===== config.mk =====
export PLATFORM = sky130hd
export DESIGN_NAME = pipeline_hazard_ctrl_flat
export DESIGN_NICKNAME = d
export VERILOG_FILES = /design/src/rtl/pipeline_hazard_ctrl_pkg.sv /design/src/rtl/pipeline_hazard_ctrl_if.sv /design/src/rtl/pipeline_hazard_ctrl_forward_unit.sv /design/src/rtl/pipeline_hazard_ctrl.sv /design/src/flat_wrapper.sv
export SDC_FILE = /design/constraint.sdc
export NUM_CORES = 1
export LEC_CHECK = 0
export ABC_CLOCK_PERIOD_IN_PS = 3650
export CAP_MARGIN = 20
export CORE_MARGIN = 1.5
export CORE_UTILIZATION = 44
export CTS_CLUSTER_DIAMETER = 50
export DETAILED_ROUTE_END_ITERATION = 12
export HOLD_SLACK_MARGIN = 0.1
export PLACE_DENSITY = 0.87
export SYNTH_ARGS = -nofsm -noshare
export SYNTH_HDL_FRONTEND = slang
export SYNTH_SLANG_ARGS = --single-unit
export TNS_END_PERCENT = 10

===== constraint.sdc =====
create_clock -name clk -period 3.65 [get_ports clk]
set_clock_uncertainty 0.2 [all_clocks]
set_input_delay 1.095 -clock clk [delete_from_list [all_inputs] [get_ports clk]]
set_output_delay 1.095 -clock clk [all_outputs]
set_load 0.02 [all_outputs]

===== src/rtl/pipeline_hazard_ctrl_pkg.sv =====
// Shared types for the rv32i hazard controller: forward selects and memory-control FSM states.
package pipeline_hazard_ctrl_pkg;

    localparam int unsigned REG_W = 5;

    typedef enum logic [1:0] {
        FWD_RF = 2'b00,
        FWD_W  = 2'b01,
        FWD_M  = 2'b10
    } fwd_sel_e;

    typedef enum logic [1:0] {
        MC_IDLE = 2'b00,
        MC_WAIT = 2'b01,
        MC_ERR  = 2'b10
    } memctl_state_e;

endpackage


===== src/rtl/pipeline_hazard_ctrl_if.sv =====
// Pipeline-side signal bundle of the hazard controller: stage register ids/controls in, stall/flush/forward out.
interface pipeline_hazard_ctrl_if #(
    parameter int unsigned CNT_W = 32
);
    logic [4:0]       Rs1D, Rs2D;
    logic [4:0]       Rs1E, Rs2E, RdE;
    logic             resultsrcE;
    logic             pcsrcE;
    logic [4:0]       RdM;
    logic             regwriteM;
    logic             resultsrcM;
    logic             memwriteM;
    logic [4:0]       RdW;
    logic             regwriteW;
    logic             dmem_ack;
    logic [1:0]       forwardAE, forwardBE;
    logic             stallF, stallD, stallE, stallM;
    logic             flushD, flushE, flushW;
    logic             dmem_req;
    logic             mem_err;
    logic [CNT_W-1:0] stall_cnt;

    modport master (
        output Rs1D, Rs2D, Rs1E, Rs2E, RdE, resultsrcE, pcsrcE,
               RdM, regwriteM, resultsrcM, memwriteM, RdW, regwriteW, dmem_ack,
        input  forwardAE, forwardBE, stallF, stallD, stallE, stallM,
               flushD, flushE, flushW, dmem_req, mem_err, stall_cnt
    );

    modport slave (
        input  Rs1D, Rs2D, Rs1E, Rs2E, RdE, resultsrcE, pcsrcE,
               RdM, regwriteM, resultsrcM, memwriteM, RdW, regwriteW, dmem_ack,
        output forwardAE, forwardBE, stallF, stallD, stallE, stallM,
               flushD, flushE, flushW, dmem_req, mem_err, stall_cnt
    );
endinterface


===== src/rtl/pipeline_hazard_ctrl_forward_unit.sv =====
// Per-operand ALU forward select; the newer M-stage result takes priority over W.
module forward_unit
    import pipeline_hazard_ctrl_pkg::*;
(
    input  logic [REG_W-1:0] rs_e,
    input  logic [REG_W-1:0] rd_m,
    input  logic             regwrite_m,
    input  logic [REG_W-1:0] rd_w,
    input  logic             regwrite_w,
    output fwd_sel_e         sel
);
    always_comb begin
        sel = FWD_RF;
        if (regwrite_m && (rd_m != '0) && (rd_m == rs_e))
            sel = FWD_M;
        else if (regwrite_w && (rd_w != '0) && (rd_w == rs_e))
            sel = FWD_W;
    end
endmodule


===== src/rtl/pipeline_hazard_ctrl.sv =====
// Stall/flush/forward controller for the 5-stage rv32i pipeline with a timed data-memory handshake.
module pipeline_hazard_ctrl
    import pipeline_hazard_ctrl_pkg::*;
#(
    parameter int unsigned MEM_TIMEOUT = 16,
    parameter int unsigned CNT_W       = 32
) (
    input  logic                  clk,
    input  logic                  reset,
    pipeline_hazard_ctrl_if.slave bus
);
    localparam int unsigned TO_W = $clog2(MEM_TIMEOUT + 1);

    memctl_state_e    state_q, state_d;
    logic [TO_W-1:0]  wait_q, wait_d;
    logic [CNT_W-1:0] stall_cnt_q;
    logic             memop, memstall, lwstall, stall_fd;
    fwd_sel_e         fwd_a, fwd_b;

    forward_unit u_fwd_a (
        .rs_e      (bus.Rs1E),
        .rd_m      (bus.RdM),
        .regwrite_m(bus.regwriteM),
        .rd_w      (bus.RdW),
        .regwrite_w(bus.regwriteW),
        .sel       (fwd_a)
    );

    forward_unit u_fwd_b (
        .rs_e      (bus.Rs2E),
        .rd_m      (bus.RdM),
        .regwrite_m(bus.regwriteM),
        .rd_w      (bus.RdW),
        .regwrite_w(bus.regwriteW),
        .sel       (fwd_b)
    );

    assign memop   = bus.resultsrcM | bus.memwriteM;
    assign lwstall = bus.resultsrcE && (bus.RdE != '0) &&
                     ((bus.RdE == bus.Rs1D) || (bus.RdE == bus.Rs2D));

    always_ff @(posedge clk) begin
        if (reset) begin
            state_q <= MC_IDLE;
            wait_q  <= '0;
        end else begin
            state_q <= state_d;
            wait_q  <= wait_d;
        end
    end

    always_comb begin
        state_d = state_q;
        wait_d  = wait_q;
        unique case (state_q)
            MC_IDLE: begin
                if (memop && !bus.dmem_ack) begin
                    state_d = MC_WAIT;
                    wait_d  = TO_W'(1);
                end
            end
            MC_WAIT: begin
                if (bus.dmem_ack)
                    state_d = MC_IDLE;
                else if (wait_q == TO_W'(MEM_TIMEOUT - 1))
                    state_d = MC_ERR;
                else
                    wait_d = wait_q + TO_W'(1);
            end
            MC_ERR:  state_d = MC_ERR;
            default: state_d = MC_IDLE;
        endcase
    end

    // ERR keeps the whole pipeline frozen; only reset leaves it.
    always_comb begin
        bus.dmem_req = 1'b0;
        bus.mem_err  = 1'b0;
        memstall     = 1'b0;
        unique case (state_q)
            MC_IDLE: begin
                bus.dmem_req = memop;
                memstall     = memop && !bus.dmem_ack;
            end
            MC_WAIT: begin
                bus.dmem_req = 1'b1;
                memstall     = !bus.dmem_ack;
            end
            MC_ERR: begin
                bus.mem_err = 1'b1;
                memstall    = 1'b1;
            end
            default: ;
        endcase
    end

    assign stall_fd   = lwstall | memstall;
    assign bus.stallF = stall_fd;
    assign bus.stallD = stall_fd;
    assign bus.stallE = memstall;
    assign bus.stallM = memstall;
    assign bus.flushW = memstall;
    assign bus.flushD = bus.pcsrcE && !memstall;
    assign bus.flushE = (lwstall | bus.pcsrcE) && !memstall;

    assign bus.forwardAE = fwd_a;
    assign bus.forwardBE = fwd_b;

    always_ff @(posedge clk) begin
        if (reset)
            stall_cnt_q <= '0;
        else if (stall_fd && (stall_cnt_q != '1))
            stall_cnt_q <= stall_cnt_q + CNT_W'(1);
    end

    assign bus.stall_cnt = stall_cnt_q;
endmodule


===== src/flat_wrapper.sv =====
// flat-port wrapper written by rule: the top's interface ports become plain ports
module pipeline_hazard_ctrl_flat import pipeline_hazard_ctrl_pkg::*;
#(
    parameter int unsigned MEM_TIMEOUT = 16,
    parameter int unsigned CNT_W       = 32
)
  (clk, reset, bus_Rs1D, bus_Rs2D, bus_Rs1E, bus_Rs2E, bus_RdE, bus_resultsrcE, bus_pcsrcE, bus_RdM, bus_regwriteM, bus_resultsrcM, bus_memwriteM, bus_RdW, bus_regwriteW, bus_dmem_ack, bus_forwardAE, bus_forwardBE, bus_stallF, bus_stallD, bus_stallE, bus_stallM, bus_flushD, bus_flushE, bus_flushW, bus_dmem_req, bus_mem_err, bus_stall_cnt);
  pipeline_hazard_ctrl_if #(.CNT_W(CNT_W)) bus_i ();
  input  logic clk;
  input  logic reset;
  input wire logic [$bits(bus_i.Rs1D)-1:0] bus_Rs1D;
  input wire logic [$bits(bus_i.Rs2D)-1:0] bus_Rs2D;
  input wire logic [$bits(bus_i.Rs1E)-1:0] bus_Rs1E;
  input wire logic [$bits(bus_i.Rs2E)-1:0] bus_Rs2E;
  input wire logic [$bits(bus_i.RdE)-1:0] bus_RdE;
  input wire logic [$bits(bus_i.resultsrcE)-1:0] bus_resultsrcE;
  input wire logic [$bits(bus_i.pcsrcE)-1:0] bus_pcsrcE;
  input wire logic [$bits(bus_i.RdM)-1:0] bus_RdM;
  input wire logic [$bits(bus_i.regwriteM)-1:0] bus_regwriteM;
  input wire logic [$bits(bus_i.resultsrcM)-1:0] bus_resultsrcM;
  input wire logic [$bits(bus_i.memwriteM)-1:0] bus_memwriteM;
  input wire logic [$bits(bus_i.RdW)-1:0] bus_RdW;
  input wire logic [$bits(bus_i.regwriteW)-1:0] bus_regwriteW;
  input wire logic [$bits(bus_i.dmem_ack)-1:0] bus_dmem_ack;
  output wire logic [$bits(bus_i.forwardAE)-1:0] bus_forwardAE;
  output wire logic [$bits(bus_i.forwardBE)-1:0] bus_forwardBE;
  output wire logic [$bits(bus_i.stallF)-1:0] bus_stallF;
  output wire logic [$bits(bus_i.stallD)-1:0] bus_stallD;
  output wire logic [$bits(bus_i.stallE)-1:0] bus_stallE;
  output wire logic [$bits(bus_i.stallM)-1:0] bus_stallM;
  output wire logic [$bits(bus_i.flushD)-1:0] bus_flushD;
  output wire logic [$bits(bus_i.flushE)-1:0] bus_flushE;
  output wire logic [$bits(bus_i.flushW)-1:0] bus_flushW;
  output wire logic [$bits(bus_i.dmem_req)-1:0] bus_dmem_req;
  output wire logic [$bits(bus_i.mem_err)-1:0] bus_mem_err;
  output wire logic [$bits(bus_i.stall_cnt)-1:0] bus_stall_cnt;
  assign bus_i.Rs1D = bus_Rs1D;
  assign bus_i.Rs2D = bus_Rs2D;
  assign bus_i.Rs1E = bus_Rs1E;
  assign bus_i.Rs2E = bus_Rs2E;
  assign bus_i.RdE = bus_RdE;
  assign bus_i.resultsrcE = bus_resultsrcE;
  assign bus_i.pcsrcE = bus_pcsrcE;
  assign bus_i.RdM = bus_RdM;
  assign bus_i.regwriteM = bus_regwriteM;
  assign bus_i.resultsrcM = bus_resultsrcM;
  assign bus_i.memwriteM = bus_memwriteM;
  assign bus_i.RdW = bus_RdW;
  assign bus_i.regwriteW = bus_regwriteW;
  assign bus_i.dmem_ack = bus_dmem_ack;
  assign bus_forwardAE = bus_i.forwardAE;
  assign bus_forwardBE = bus_i.forwardBE;
  assign bus_stallF = bus_i.stallF;
  assign bus_stallD = bus_i.stallD;
  assign bus_stallE = bus_i.stallE;
  assign bus_stallM = bus_i.stallM;
  assign bus_flushD = bus_i.flushD;
  assign bus_flushE = bus_i.flushE;
  assign bus_flushW = bus_i.flushW;
  assign bus_dmem_req = bus_i.dmem_req;
  assign bus_mem_err = bus_i.mem_err;
  assign bus_stall_cnt = bus_i.stall_cnt;
  pipeline_hazard_ctrl #(.MEM_TIMEOUT(MEM_TIMEOUT), .CNT_W(CNT_W)) u_core (.clk(clk), .reset(reset), .bus(bus_i));
endmodule

==> impl_table.tex <==
\begin{tabular}{lr}
\hline
Metric & Value \\
\hline
\multicolumn{2}{l}{\textbf{Timing}} \\
Setup-violating endpoint count in the final report & 6 \\
Slew at the pin with the worst max-slew slack & 687 ps \\
Worst max-slew margin expressed relative to the limit & 0.541 \\
Setup WS post-layout & -111 ps \\
Hold violation total from the final report & 0 \\
Number of max-slew violations in the final report & 0 \\
Final Critical Period & 3760 ps \\
Top achievable clock speed & 0.266 GHz \\
Final worst path period share & 1.03 \\
RSZ-0062 raised after global routing & yes \\
\multicolumn{2}{l}{\textbf{Die}} \\
Die Footprint & 6260 um2 \\
Initial cell density of the core & 0.460 \\
Chip Width & 79.1 um \\
Core outline area & 5540 um2 \\
IO Count & 89 \\
Chip height & 79.1 um \\
Total number of placement rows & 27 \\
\multicolumn{2}{l}{\textbf{Synth}} \\
Post-synth cell types & 47 \\
Multiplexer fraction of the synthesized cell area & 0.0397 \\
Dominant combinational cell family by area after synthesis & simple AND/OR/NAND/NOR gates \\
Syn Std Cell Area & 2550 um2 \\
Post-synthesis sequential area ratio & 0.306 \\
Synthesis-stage register bit count & 39 \\
Cell count after synthesis & 307 \\
Post-synth EDFFs & 0 \\
Fraction of the mapped netlist area in adder cells & 0.0147 \\
Compound-cell area share of the yosys netlist & 0.152 \\
Post-synthesis net count & 354 \\
Most used DFF post-synth & dfxtp\_1 \\
Number of warnings printed during yosys synthesis & 0 \\
Parity-gate share of the synthesized area counting xor and xnor cells & 0.113 \\
Async set-or-reset flop fraction in the synthesized netlist & 0 \\
Avg Inst Size Synth & 8.31 um2 \\
Simple-gate portion of the synthesized area & 0.326 \\
\multicolumn{2}{l}{\textbf{Status}} \\
Violated checks & negative setup slack \\
Run status & finished with violations \\
\multicolumn{2}{l}{\textbf{Route}} \\
Residual DRC count & 0 \\
Overall via count from detail\_route & 2801 \\
Router iterations before antenna repair & 4 \\
Drt initial violations & 146 \\
Via-to-Cell Ratio & 5.61 \\
Final routed wire length divided by cell count & 15.0 um \\
Total routed wirelength & 7.46 mm \\
Final antenna-violating net count & 0 \\
\multicolumn{2}{l}{\textbf{GRT}} \\
Overflow left after global routing & 0 \\
Global-route wire length before repair & 11.7 mm \\
Number of antenna violations at the first check in global routing & 0 \\
Largest net degree at the start of global routing & 40 \\
Via count of the first global-routing pass & 2597 \\
Total Routing Usage GR & 0.236 \\
\multicolumn{2}{l}{\textbf{Placed design}} \\
Placed instance count & 486 \\
Cell area after placement & 3710 um2 \\
GPL Wtd Cong & 0.873 \\
Post-DP HPWL & 5.38 mm \\
Number of buffer cells added on primary ports & 88 \\
\multicolumn{2}{l}{\textbf{Clock tree}} \\
H-tree levels & 2 \\
Total number of clock tree sinks & 39 \\
Longest Clk Path Bufs & 2 \\
TritonCTS clock tree & done \\
Clock edge transition at the registers on the reported setup and hold paths & 70 ps \\
Clock buffers created by TritonCTS & 5 \\
Root Buffer & clkbuf\_8 \\
Number of hold buffers added after cts & 0 \\
Clock network latency to the later pin of the worst-skew pair & 300 ps \\
\multicolumn{2}{l}{\textbf{Layout}} \\
Final instance area & 3960 um2 \\
Antenna cell count & 0 \\
Cell Count, Final, Fillers Out & 499 \\
Synthesis-to-layout area growth & 55.2\% \\
Fraction of layout cells with a size suffix above 1 & 0.274 \\
Filler cell count & 444 \\
Final nets & 473 \\
\multicolumn{2}{l}{\textbf{Worst hold path}} \\
Class of the most critical hold timing path & reg -> reg \\
\multicolumn{2}{l}{\textbf{Worst setup path}} \\
CP Capture Type & output port \\
Critical path launch point type & input port \\
Largest driver fanout on the critical path & 2 \\
Worst EP arrival & 2470 ps \\
Path type of the worst setup path & in -> out \\
Data required time of the critical path & 2350 ps \\
\multicolumn{2}{l}{\textbf{Pwr}} \\
Overall power consumption & 1.02 mW \\
Leakage power & 1.51 nW \\
Total power density per cell area & 257 nW/um2 \\
Highest ir drop seen on vdd & 0.000297 V \\
\multicolumn{2}{l}{\textbf{Run}} \\
Max-capacitance violation count & 0 \\
\hline
\end{tabular}
layout make-up:
type	instances	area (um2)	share of cell area
Multi-Input combinational cell	243	1820	0.461
Timing Repair Buffer	127	1110	0.280
Sequential cell	39	781	0.197
Tap cell	72	90.1	0.0228
Clock buffer	5	68.8	0.0174
Clock inverter	3	43.8	0.0111
Inverter	10	40.0	0.0101
metrics by stage:
stage / worst slack (ps) / TNS, ps / hold WS, ps / utilization
floorplan: -23.4 / -69.3 / 257 / -
global placement: -896 / -7880 / 271 / 0.669
detailed placement: -975 / -8310 / 286 / 0.669
CTS: -142 / -393 / 300 / 0.703
global route: -168 / -711 / 332 / 0.714
finish: -111 / -329 / 296 / 0.714
logic make-up after synthesis:
logic type / after synthesis
buffers and inverters: 25
xor gates and xnor gates: 33
AOI/OAI and AO/OA: 60
muxes: 9
DFF: 39
adders and majority gates: 3
and+or+nand+nor: 138
final timing paths:
kind                                                from                        to  slack (ps)  cells past startpoint
worst max-delay path                          bus_RdM[2]          bus_forwardBE[0]        -110                      6
worst min register to register  u_core.bus.stall_cnt[11]  u_core.bus.stall_cnt[11]         300                      2
worst max register to register  u_core.bus.stall_cnt[19]  u_core.bus.stall_cnt[20]         950                      5
worst min-delay path            u_core.bus.stall_cnt[11]  u_core.bus.stall_cnt[11]         300                      2
synthesized netlist by cell type (all sizes together) (11+ instances only):
cell	instances	area (um2)
nand3	18	95.1
o31ai	14	105
xnor2	16	140
dfxtp	39	781
nor2b	11	68.8
nand4	12	75.1
or4	22	169
nor2	22	82.6
xor2	17	149
nand2	14	52.6
a21oi	25	129
registers in the layout (all words and copies together) (netlist names):
name,count
u_core.state_q,2
u_core.bus.stall_cnt,32
u_core.wait_q,5
where the power goes:
group	total (mW)	internal [mW]	switching (mW)
clock	0.365	0.204	0.162
sequential	0.433	0.429	0.00448
combinational	0.219	0.113	0.107
total	1.02	0.745	0.273
layer usage:
layer | GRT usage | vias to the layer above | share of wire
met3 | 0.0483 | 15 | 0.040
met1 | 0.272 | 1330 | 0.40
met4 | 0.0877 | 0 | 0.020
met2 | 0.425 | 64 | 0.54
li1 | - | 1392 | -
met5 | 0 | - | 0
cell usage in the layout, fill, tap and decap left out, types with 14 or more instances in the layout:
cell,synthesis,layout
dfxtp_1,39,39
o31ai_1,14,14
buf_4,7,40
a21oi_1,24,22
nand3_1,17,16
nor2_1,22,22
clkdlybuf4s50_1,0,46
xor2_1,17,14
or4_1,21,16
nand2_1,14,14
worst max-delay path, stage by stage:
cell and delay (ps):
buf_6 90, or4_4 550, o21ai_4 180, nor4_4 70, nor4_4 290, buf_4 190
timing repair:
action	CTS	global route
gates resized for setup	123	41
buffers inserted	4	1
pin swaps	16	20
setup endpoints to repair	12	11
Power figures use the tool's default switching activity.
